$ cat src/rtl/pipe_stage_skid_reg_pkg.sv
// Shared types for the handshaked pipeline stage register: WB controls,
// stage payload layout, FSM state encoding and the XZR capture helper.
package pipe_stage_skid_reg_pkg;

    localparam int DATA_W_DEF    = 64;
    localparam int NUM_LANES_DEF = 2;
    localparam int RD_W_DEF      = 5;

    localparam logic [4:0] XZR_IDX = 5'd31;

    typedef struct packed {
        logic reg_write;
        logic mem_to_reg;
    } struct_WB;

    typedef struct packed {
        struct_WB                                    wb;
        logic [RD_W_DEF-1:0]                         rd;
        logic [NUM_LANES_DEF-1:0][DATA_W_DEF-1:0]    lanes;
    } struct_stage_payload;

    // Encoding doubles as the occupancy count.
    typedef enum logic [1:0] {
        ST_EMPTY = 2'd0,
        ST_BUSY  = 2'd1,
        ST_FULL  = 2'd2
    } stage_state_e;

    function automatic struct_WB wb_capture(input struct_WB wb, input logic kill_write);
        struct_WB r;
        r = wb;
        if (kill_write) begin
            r.reg_write = 1'b0;
        end
        return r;
    endfunction

endpackage

$ cat src/rtl/pipe_stage_skid_reg_entry.sv
// One payload slot of the stage: enabled register with asynchronous
// active-low clear, generic in width.
module stage_entry_reg #(
    parameter int W = 8
) (
    input  logic         clk_i,
    input  logic         rst_ni,
    input  logic         en_i,
    input  logic [W-1:0] d_i,
    output logic [W-1:0] q_o
);

    logic [W-1:0] data_q;

    always_ff @(posedge clk_i or negedge rst_ni) begin
        if (!rst_ni) begin
            data_q <= '0;
        end else if (en_i) begin
            data_q <= d_i;
        end
    end

    assign q_o = data_q;

endmodule

$ cat src/rtl/pipe_stage_skid_reg.sv
// Handshaked pipeline stage register: N data lanes + rd + WB controls held in
// a main/skid pair so the stage can stall without dropping an accepted beat.
module pipe_stage_skid_reg
    import pipe_stage_skid_reg_pkg::*;
#(
    parameter int DATA_W       = 64,
    parameter int NUM_LANES    = 2,
    parameter int RD_W         = 5,
    parameter bit SKID_EN      = 1'b1,
    parameter bit XZR_SUPPRESS = 1'b1
) (
    input  logic                        clk,
    input  logic                        rst,
    input  logic                        flush,
    input  logic                        in_valid,
    output logic                        in_ready,
    input  logic [NUM_LANES*DATA_W-1:0] in_data,
    input  logic [RD_W-1:0]             in_rd,
    input  struct_WB                    in_wb,
    output logic                        out_valid,
    input  logic                        out_ready,
    output logic [NUM_LANES*DATA_W-1:0] out_data,
    output logic [RD_W-1:0]             out_rd,
    output struct_WB                    out_wb,
    output logic [1:0]                  occupancy,
    output logic [1:0]                  dbg_state_o
);

    localparam int LANES_W = NUM_LANES * DATA_W;
    localparam int PAY_W   = 2 + RD_W + LANES_W;

    stage_state_e     state_q, state_d;
    logic             in_ready_q, in_ready_d;
    logic             accept, drain;
    logic             main_en, skid_en, main_from_skid;
    logic             is_xzr;
    logic [PAY_W-1:0] in_pay, main_d, main_q, skid_q;
    struct_WB         main_wb;

    // Handshake: a beat moves on a port only in a cycle where valid and ready
    // are both high at the rising edge; valid never waits on ready, and once
    // out_valid is up the presented payload holds until it drains.
    assign accept = in_valid & in_ready;
    assign drain  = out_valid & out_ready;

    assign is_xzr = (XZR_SUPPRESS != 1'b0) && (in_rd == {RD_W{1'b1}});
    assign in_pay = {wb_capture(in_wb, is_xzr), in_rd, in_data};
    assign main_d = main_from_skid ? skid_q : in_pay;

    always_comb begin
        state_d        = state_q;
        main_en        = 1'b0;
        skid_en        = 1'b0;
        main_from_skid = 1'b0;
        if (flush) begin
            state_d = ST_EMPTY;
        end else begin
            case (state_q)
                ST_EMPTY: begin
                    if (accept) begin
                        state_d = ST_BUSY;
                        main_en = 1'b1;
                    end
                end
                ST_BUSY: begin
                    if (accept && drain) begin
                        main_en = 1'b1;
                    end else if (accept && SKID_EN) begin
                        state_d = ST_FULL;
                        skid_en = 1'b1;
                    end else if (drain) begin
                        state_d = ST_EMPTY;
                    end
                end
                ST_FULL: begin
                    if (drain) begin
                        state_d        = ST_BUSY;
                        main_en        = 1'b1;
                        main_from_skid = 1'b1;
                    end
                end
                default: state_d = ST_EMPTY;
            endcase
        end
    end

    assign in_ready_d = (state_d != ST_FULL);

    always_ff @(posedge clk or negedge rst) begin
        if (!rst) begin
            state_q    <= ST_EMPTY;
            in_ready_q <= 1'b1;
        end else begin
            state_q    <= state_d;
            in_ready_q <= in_ready_d;
        end
    end

    stage_entry_reg #(.W(PAY_W)) u_main (
        .clk_i  (clk),
        .rst_ni (rst),
        .en_i   (main_en),
        .d_i    (main_d),
        .q_o    (main_q)
    );

    stage_entry_reg #(.W(PAY_W)) u_skid (
        .clk_i  (clk),
        .rst_ni (rst),
        .en_i   (skid_en),
        .d_i    (in_pay),
        .q_o    (skid_q)
    );

    // Without the skid slot, a busy stage can only take a beat it drains at once.
    assign in_ready    = SKID_EN ? in_ready_q : (out_ready | ~out_valid);
    assign out_valid   = (state_q != ST_EMPTY);
    assign occupancy   = state_q;
    assign dbg_state_o = state_q;

    assign out_data = main_q[LANES_W-1:0];
    assign out_rd   = main_q[LANES_W +: RD_W];
    assign main_wb  = struct_WB'(main_q[PAY_W-1 -: 2]);

    // Flushed or drained entries keep their data but can never write back.
    assign out_wb.reg_write  = main_wb.reg_write & out_valid;
    assign out_wb.mem_to_reg = main_wb.mem_to_reg;

endmodule

$ cat config.mk
export PLATFORM = sky130hd
export DESIGN_NAME = pipe_stage_skid_reg
export DESIGN_NICKNAME = d
export VERILOG_FILES = /design/src/rtl/pipe_stage_skid_reg_pkg.sv /design/src/rtl/pipe_stage_skid_reg_entry.sv /design/src/rtl/pipe_stage_skid_reg.sv
export SDC_FILE = /design/constraint.sdc
export NUM_CORES = 1
export LEC_CHECK = 0
export ABC_AREA = 0
export CELL_PAD_IN_SITES_DETAIL_PLACEMENT = 1
export CELL_PAD_IN_SITES_GLOBAL_PLACEMENT = 2
export CORE_AREA = 2 2 225 227
export DETAILED_ROUTE_END_ITERATION = 6
export DIE_AREA = 0 0 227 229
export GPL_TIMING_DRIVEN = 0
export PLACE_DENSITY_LB_ADDON = 0.1
export REMOVE_ABC_BUFFERS = 1
export SLEW_MARGIN = 15
export SYNTH_ARGS = -nofsm -noshare
export SYNTH_HDL_FRONTEND = slang
export SYNTH_HIERARCHICAL = 1
export SYNTH_SLANG_ARGS = --single-unit
$ cat constraint.sdc
create_clock -name clk -period 2.15 [get_ports clk]
set_input_delay 0.3225 -clock clk [delete_from_list [all_inputs] [get_ports clk]]
set_output_delay 0.3225 -clock clk [all_outputs]
set_load 0.02 [all_outputs]
Word-level counts from Yosys, hierarchy flattened
Cells that the tools add are included.
{"block": "word_totals", "reg_bits": 273, "latchBits": 0, "ram_bits": 0, "mem_bits_ro": 0, "output_inout_bits": 141, "wordCells": 33, "n_memories": 0}
{"block": "op_classes", "addsub": 0, "multipliers": 0, "div": 0, "magnitude_cmp": 0, "n_eq_ne": 4, "n_shift": 0, "n_mux": 19, "bitwise_logic": 3, "reduce_logical": 3}
{"operator": "$mux W135", "n": 1}
{"operator": "$mux W2", "n": 6}
{"operator": "$mux W1", "n": 10}
{"operator": "$pmux W2 S3", "n": 1}
{"operator": "$eq A5 B5 Y1 const B", "n": 1}
{"operator": "$and A1 B1 Y1", "n": 3}
{"operator": "$pmux W1 S3", "n": 1}
{"operator": "$eq A2 B1 Y1 const B", "n": 1}
{"operator": "$eq A2 B2 Y1 const B", "n": 1}
{"operator": "$logic_not A2 Y1", "n": 1}
{"operator": "$ne A2 B2 Y1 const B", "n": 1}
{"operator": "$reduce_bool A2 Y1", "n": 1}
{"operator": "$logic_and A1 B1 Y1", "n": 1}

Depth between registers and ports, before layout
{"block": "logic_depth", "depth_word": 8, "mapped_depth": 7, "ltp_nobuf": 4}

Modules after synthesis
The synthesis kept the hierarchy.
{"mod": "stage_entry_reg", "instances": 2, "cells_each": 285, "area_per_inst_um2": 5205.0}
{"mod": "pipe_stage_skid_reg", "instances": 1, "cells_each": 174, "area_per_inst_um2": 1880.6}

Worst setup path after synthesis
Ideal clock, no wire load.
{"block": "synth_path", "kind": "register -> register", "startpoint": "register state_q[1], in the netlist dbg_state_o[1]", "endpoint": "register u_main.data_q[100], in the netlist u_main/q_o[100]", "setup_time_ns": 0.125, "t_arrival_ns": 1.714, "path_slack_ns": 0.311, "stages_incl_launch_ff": 8, "n_path_buf": 3, "synth_period_minus_slack_ns": 1.839, "path_cell_list": "dfrtp_1 and3b_1 nand2_1 a21oi_1 buf_6 buf_6 buf_6 mux2_4"}
{"block": "synth_via", "elab_chain_len": 6, "word_cells_on_any_way": 13, "cone_classes": "eq/ne: 2; mux: 7; bitwise: 1; reduce/logical: 3"}
{"item": "start: declaration", "line_no": "pipe_stage_skid_reg.sv:32", "rtl": "stage_state_e state_q, state_d;"}
{"item": "start signal: assignment", "line_no": "pipe_stage_skid_reg.sv:94", "rtl": "state_q <= state_d;"}
{"item": "$reduce_bool A2 Y1", "line_no": "pipe_stage_skid_reg.sv:117", "rtl": "assign out_valid = (state_q != ST_EMPTY);"}
{"item": "$and A1 B1 Y1", "line_no": "pipe_stage_skid_reg.sv:44", "rtl": "assign drain = out_valid & out_ready;"}
{"item": "$logic_and A1 B1 Y1", "line_no": "pipe_stage_skid_reg.sv:66", "rtl": "if (accept && drain) begin"}
{"item": "$mux W1", "line_no": "pipe_stage_skid_reg.sv:66"}
{"item": "$pmux W1 S3 *", "line_no": "pipe_stage_skid_reg.sv:58", "rtl": "case (state_q)"}
{"item": "$mux W1 *", "line_no": "pipe_stage_skid_reg.sv:55", "rtl": "if (flush) begin"}
{"item": "net main_en", "line_no": "pipe_stage_skid_reg.sv:35", "rtl": "logic main_en, skid_en, main_from_skid;"}
{"item": "end signal: assignment", "line_no": "pipe_stage_skid_reg_entry.sv:19", "rtl": "data_q <= d_i;"}
{"item": "end: declaration", "line_no": "pipe_stage_skid_reg_entry.sv:13", "rtl": "logic [W-1:0] data_q;"}
The timed path passes the listed nets; every way through them passes the cells marked *.
A chain may end at the register's enable or synchronous reset.

Worst setup path in the final report
{"block": "layout_path", "startpoint": "register in_ready_q, in the netlist in_ready", "endpoint": "register u_main.data_q[92], in the netlist u_main/q_o[92]"}
{"block": "layout_via", "elab_chain_len": 5, "word_cells_on_any_way": 6, "cone_classes": "mux: 4; bitwise: 1; reduce/logical: 1"}
{"item": "start: declaration", "line_no": "pipe_stage_skid_reg.sv:33", "rtl": "logic in_ready_q, in_ready_d;"}
{"item": "start signal: assignment", "line_no": "pipe_stage_skid_reg.sv:95", "rtl": "in_ready_q <= in_ready_d;"}
{"item": "$and A1 B1 Y1 *", "line_no": "pipe_stage_skid_reg.sv:43", "rtl": "assign accept = in_valid & in_ready;"}
{"item": "$logic_and A1 B1 Y1", "line_no": "pipe_stage_skid_reg.sv:66"}
{"item": "$mux W1", "line_no": "pipe_stage_skid_reg.sv:66"}
{"item": "$pmux W1 S3 *", "line_no": "pipe_stage_skid_reg.sv:58"}
{"item": "$mux W1 *", "line_no": "pipe_stage_skid_reg.sv:55"}
{"item": "net main_en", "line_no": "pipe_stage_skid_reg.sv:35"}
Marks and branches as above.

==> flow_summary.ini <==
[status]
outcome = complete, no violations

[layout]
n_antenna_cell = 0
nNetsFinal = 1200
utilization = 0.352
syn_to_final_growth_pct = 42.1
fillers = 5153
drive_gt1_frac = 0.437

[power_and_ir_drop]
leakagePower_nw = 7.27
p_total_mw = 17.5
p_per_area_nw_per_um2 = 1000
ir_worst_vdd_uv = 660

[sta]
tns_ns = 0
rsz0062_at_grt = true
setup_viol = 0
finalClockSkew_ns = 0.0150
max_slew_margin = 0.581
drv_slew = 0
final_hold_viol_count = 0
period_share = 0.989
fmax_ghz = 0.470
fin_crit_ns = 2.13
tightest_slew_ns = 0.629

[floorplanning]
die_y_um = 229
core_area_um2 = 49700
start_util = 0.248
die_area_um2 = 52000
io_pins = 281
rows = 82
die_w_um = 227

[clock_network]
cts_buffers = 37
cts_tree = built
clockBufferDepth = 3
htreeDepth = 2
clkTransAtPathRegs_ns = 0.06
clock_latency_ns = 0.54
root_buffer = clkbuf_16
clock-sinks = 273

[routing]
dr_total_vias = 7311
antenna_left = 0
routedWlPerCell_um = 19.0
drt_wl_total_mm = 33.3
post-route-drc-count = 0
dr.pass1.iters = 4
vias_per_cell = 4.16
drt_iter0_drc = 168

[logic_synthesis]
yosys.area.top_type = dfrtp_1
yosys.area.top_type_share = 0.554
synth_area_um2 = 12300
synth.avg_cell_area_um2 = 16.5
synth_seq_cells = 273
synth_edf_count = 0
yosysWarnings = 6
ys_seq_area_frac = 0.556
yosysMostFrequentCell = dfrtp_1
ys.flop_type = dfrtp_1
synth.distinct_cells = 25
synthTopCellsByArea = dfrtp_1, mux2_2, mux2_4
synth_cells = 744
async_flop_share = 1.00
ys_top_cells_by_count = dfrtp_1, mux2_2, mux2_4

[setup_path]
max_stage_delay_ns = 0.52
slowest_stage = dfstp_2
crit_arrival_ns = 2.54
r2r_start = in_ready
crit_fanout = 5
cpLargestDelayFamily = buffers and inverters
worst_ep_required_time_ns = 2.56
start_kind = flip-flop
criticalPathCategory = flip-flop to flip-flop
crit_start = in_ready
crit_path_end_kind = flip-flop
crit_path_frequent_cell = buf_16
crit_chain = and3b_2, nand2_2, a21oi_4, clkbuf_16, buf_16, buf_16, buf_16, bufbuf_16, mux2_4
path_buf_inv = 5

[global_routing]
antenna_found_initial = 7
grt_remaining_overflow = 0
grt_pass1_vias = 8039
track_usage = 0.129
grt_max_degree = 89
grt_pass1_wl_mm = 51.1

[place]
place.gp.congestion = 0.666
dpl.hpwl_mm = 21.2
io_buffers = 280

[flow_run]
cap_violations = 0

[worst_hold_path]
holdCritPathClass = input port to async pin
sequential cells by signal, indices dropped and copies added, names as in the netlist:
name         count
u_main/q_o     135
in_ready         1
dbg_state_o      2
u_skid/q_o     135
report_power, final:
part	internal [mW]	switching [mW]
combinational	2.66	1.74
sequential	6.50	0.657
clock	3.63	2.34
total	12.8	4.73
path summary, 6_finish.rpt:
kind,end,slack [ns],cells past startpoint
max in group asynchronous,u_main/q_o[66],0.71,4
worst max register to register,u_main/q_o[92],0.02,9
worst min-delay path,u_main/q_o[76],0.35,2
min in group clk,u_skid/q_o[80],0.42,2
worst max-delay path,u_main/q_o[92],0.02,9
worst min register to register,u_skid/q_o[67],0.50,1
stage by stage:
step	instances	cell area (um2)	hold WS [ns]	worst slack, ns
2_1_floorplan	698	11900	0.0269	-7.82
5_1_grt	1756	17500	0.387	-0.0313
6_report	1756	17500	0.353	0.0241
3_5_place_dp	1669	16000	0.336	-0.918
3_3_place_gp	1650	15600	0.484	-14.50
4_1_cts	1752	17400	0.349	0.00275
cell usage in the layout, fill, tap and decap left out, types with 2 or more instances in the layout:
cell type,instances
clkdlybuf4s50_1,277
dfrtp_1,270
mux2_2,266
mux2_4,100
mux2_1,39
clkbuf_16,39
buf_4,19
buf_16,13
clkbuf_1,9
clkinv_2,8
clkbuf_8,7
buf_12,4
nand2_1,2
nor2_1,2
bufinv_16,2
bufbuf_16,2
dfrtp_2,2
dlygate4sd2_1,2
cell type report:
class | instances | area, um2 | share of cell area
Timing Repair Buffer | 322 | 3520 | 0.202
Inverter | 1 | 3.75 | 0.000215
Multi-Input combinational cell | 425 | 5100 | 0.292
Clock buffer | 53 | 1060 | 0.0605
Clock inverter | 10 | 100 | 0.00573
Tap cell | 672 | 841 | 0.0481
Sequential cell | 273 | 6840 | 0.391
routing by layer:
layer / track usage / up-vias / wire length, um
li1: - / 3323 / -
met1: 0.164 / 3728 / 14600
met2: 0.197 / 182 / 14900
met3: 0.0525 / 64 / 2900
met4: 0.0421 / 14 / 774
met5: 0 / - / 83
cells by family after synthesis:
logic type      share of synthesized area
xor+xnor                         0.000713
flops                               0.556
compound gates                    0.00285
simple gates                      0.00794
mux                                 0.402
buf+inv                            0.0309
repair_timing:
action,4_1_cts,5_1_grt
gates cloned,3,1
pin swaps,2,1
hold endpoints to repair,65,0
endpoints found under the setup margin,204,97
gates resized for setup,9,1
hold buffers,1,0
buffers inserted,17,3
(Power assumes the default switching activity.)
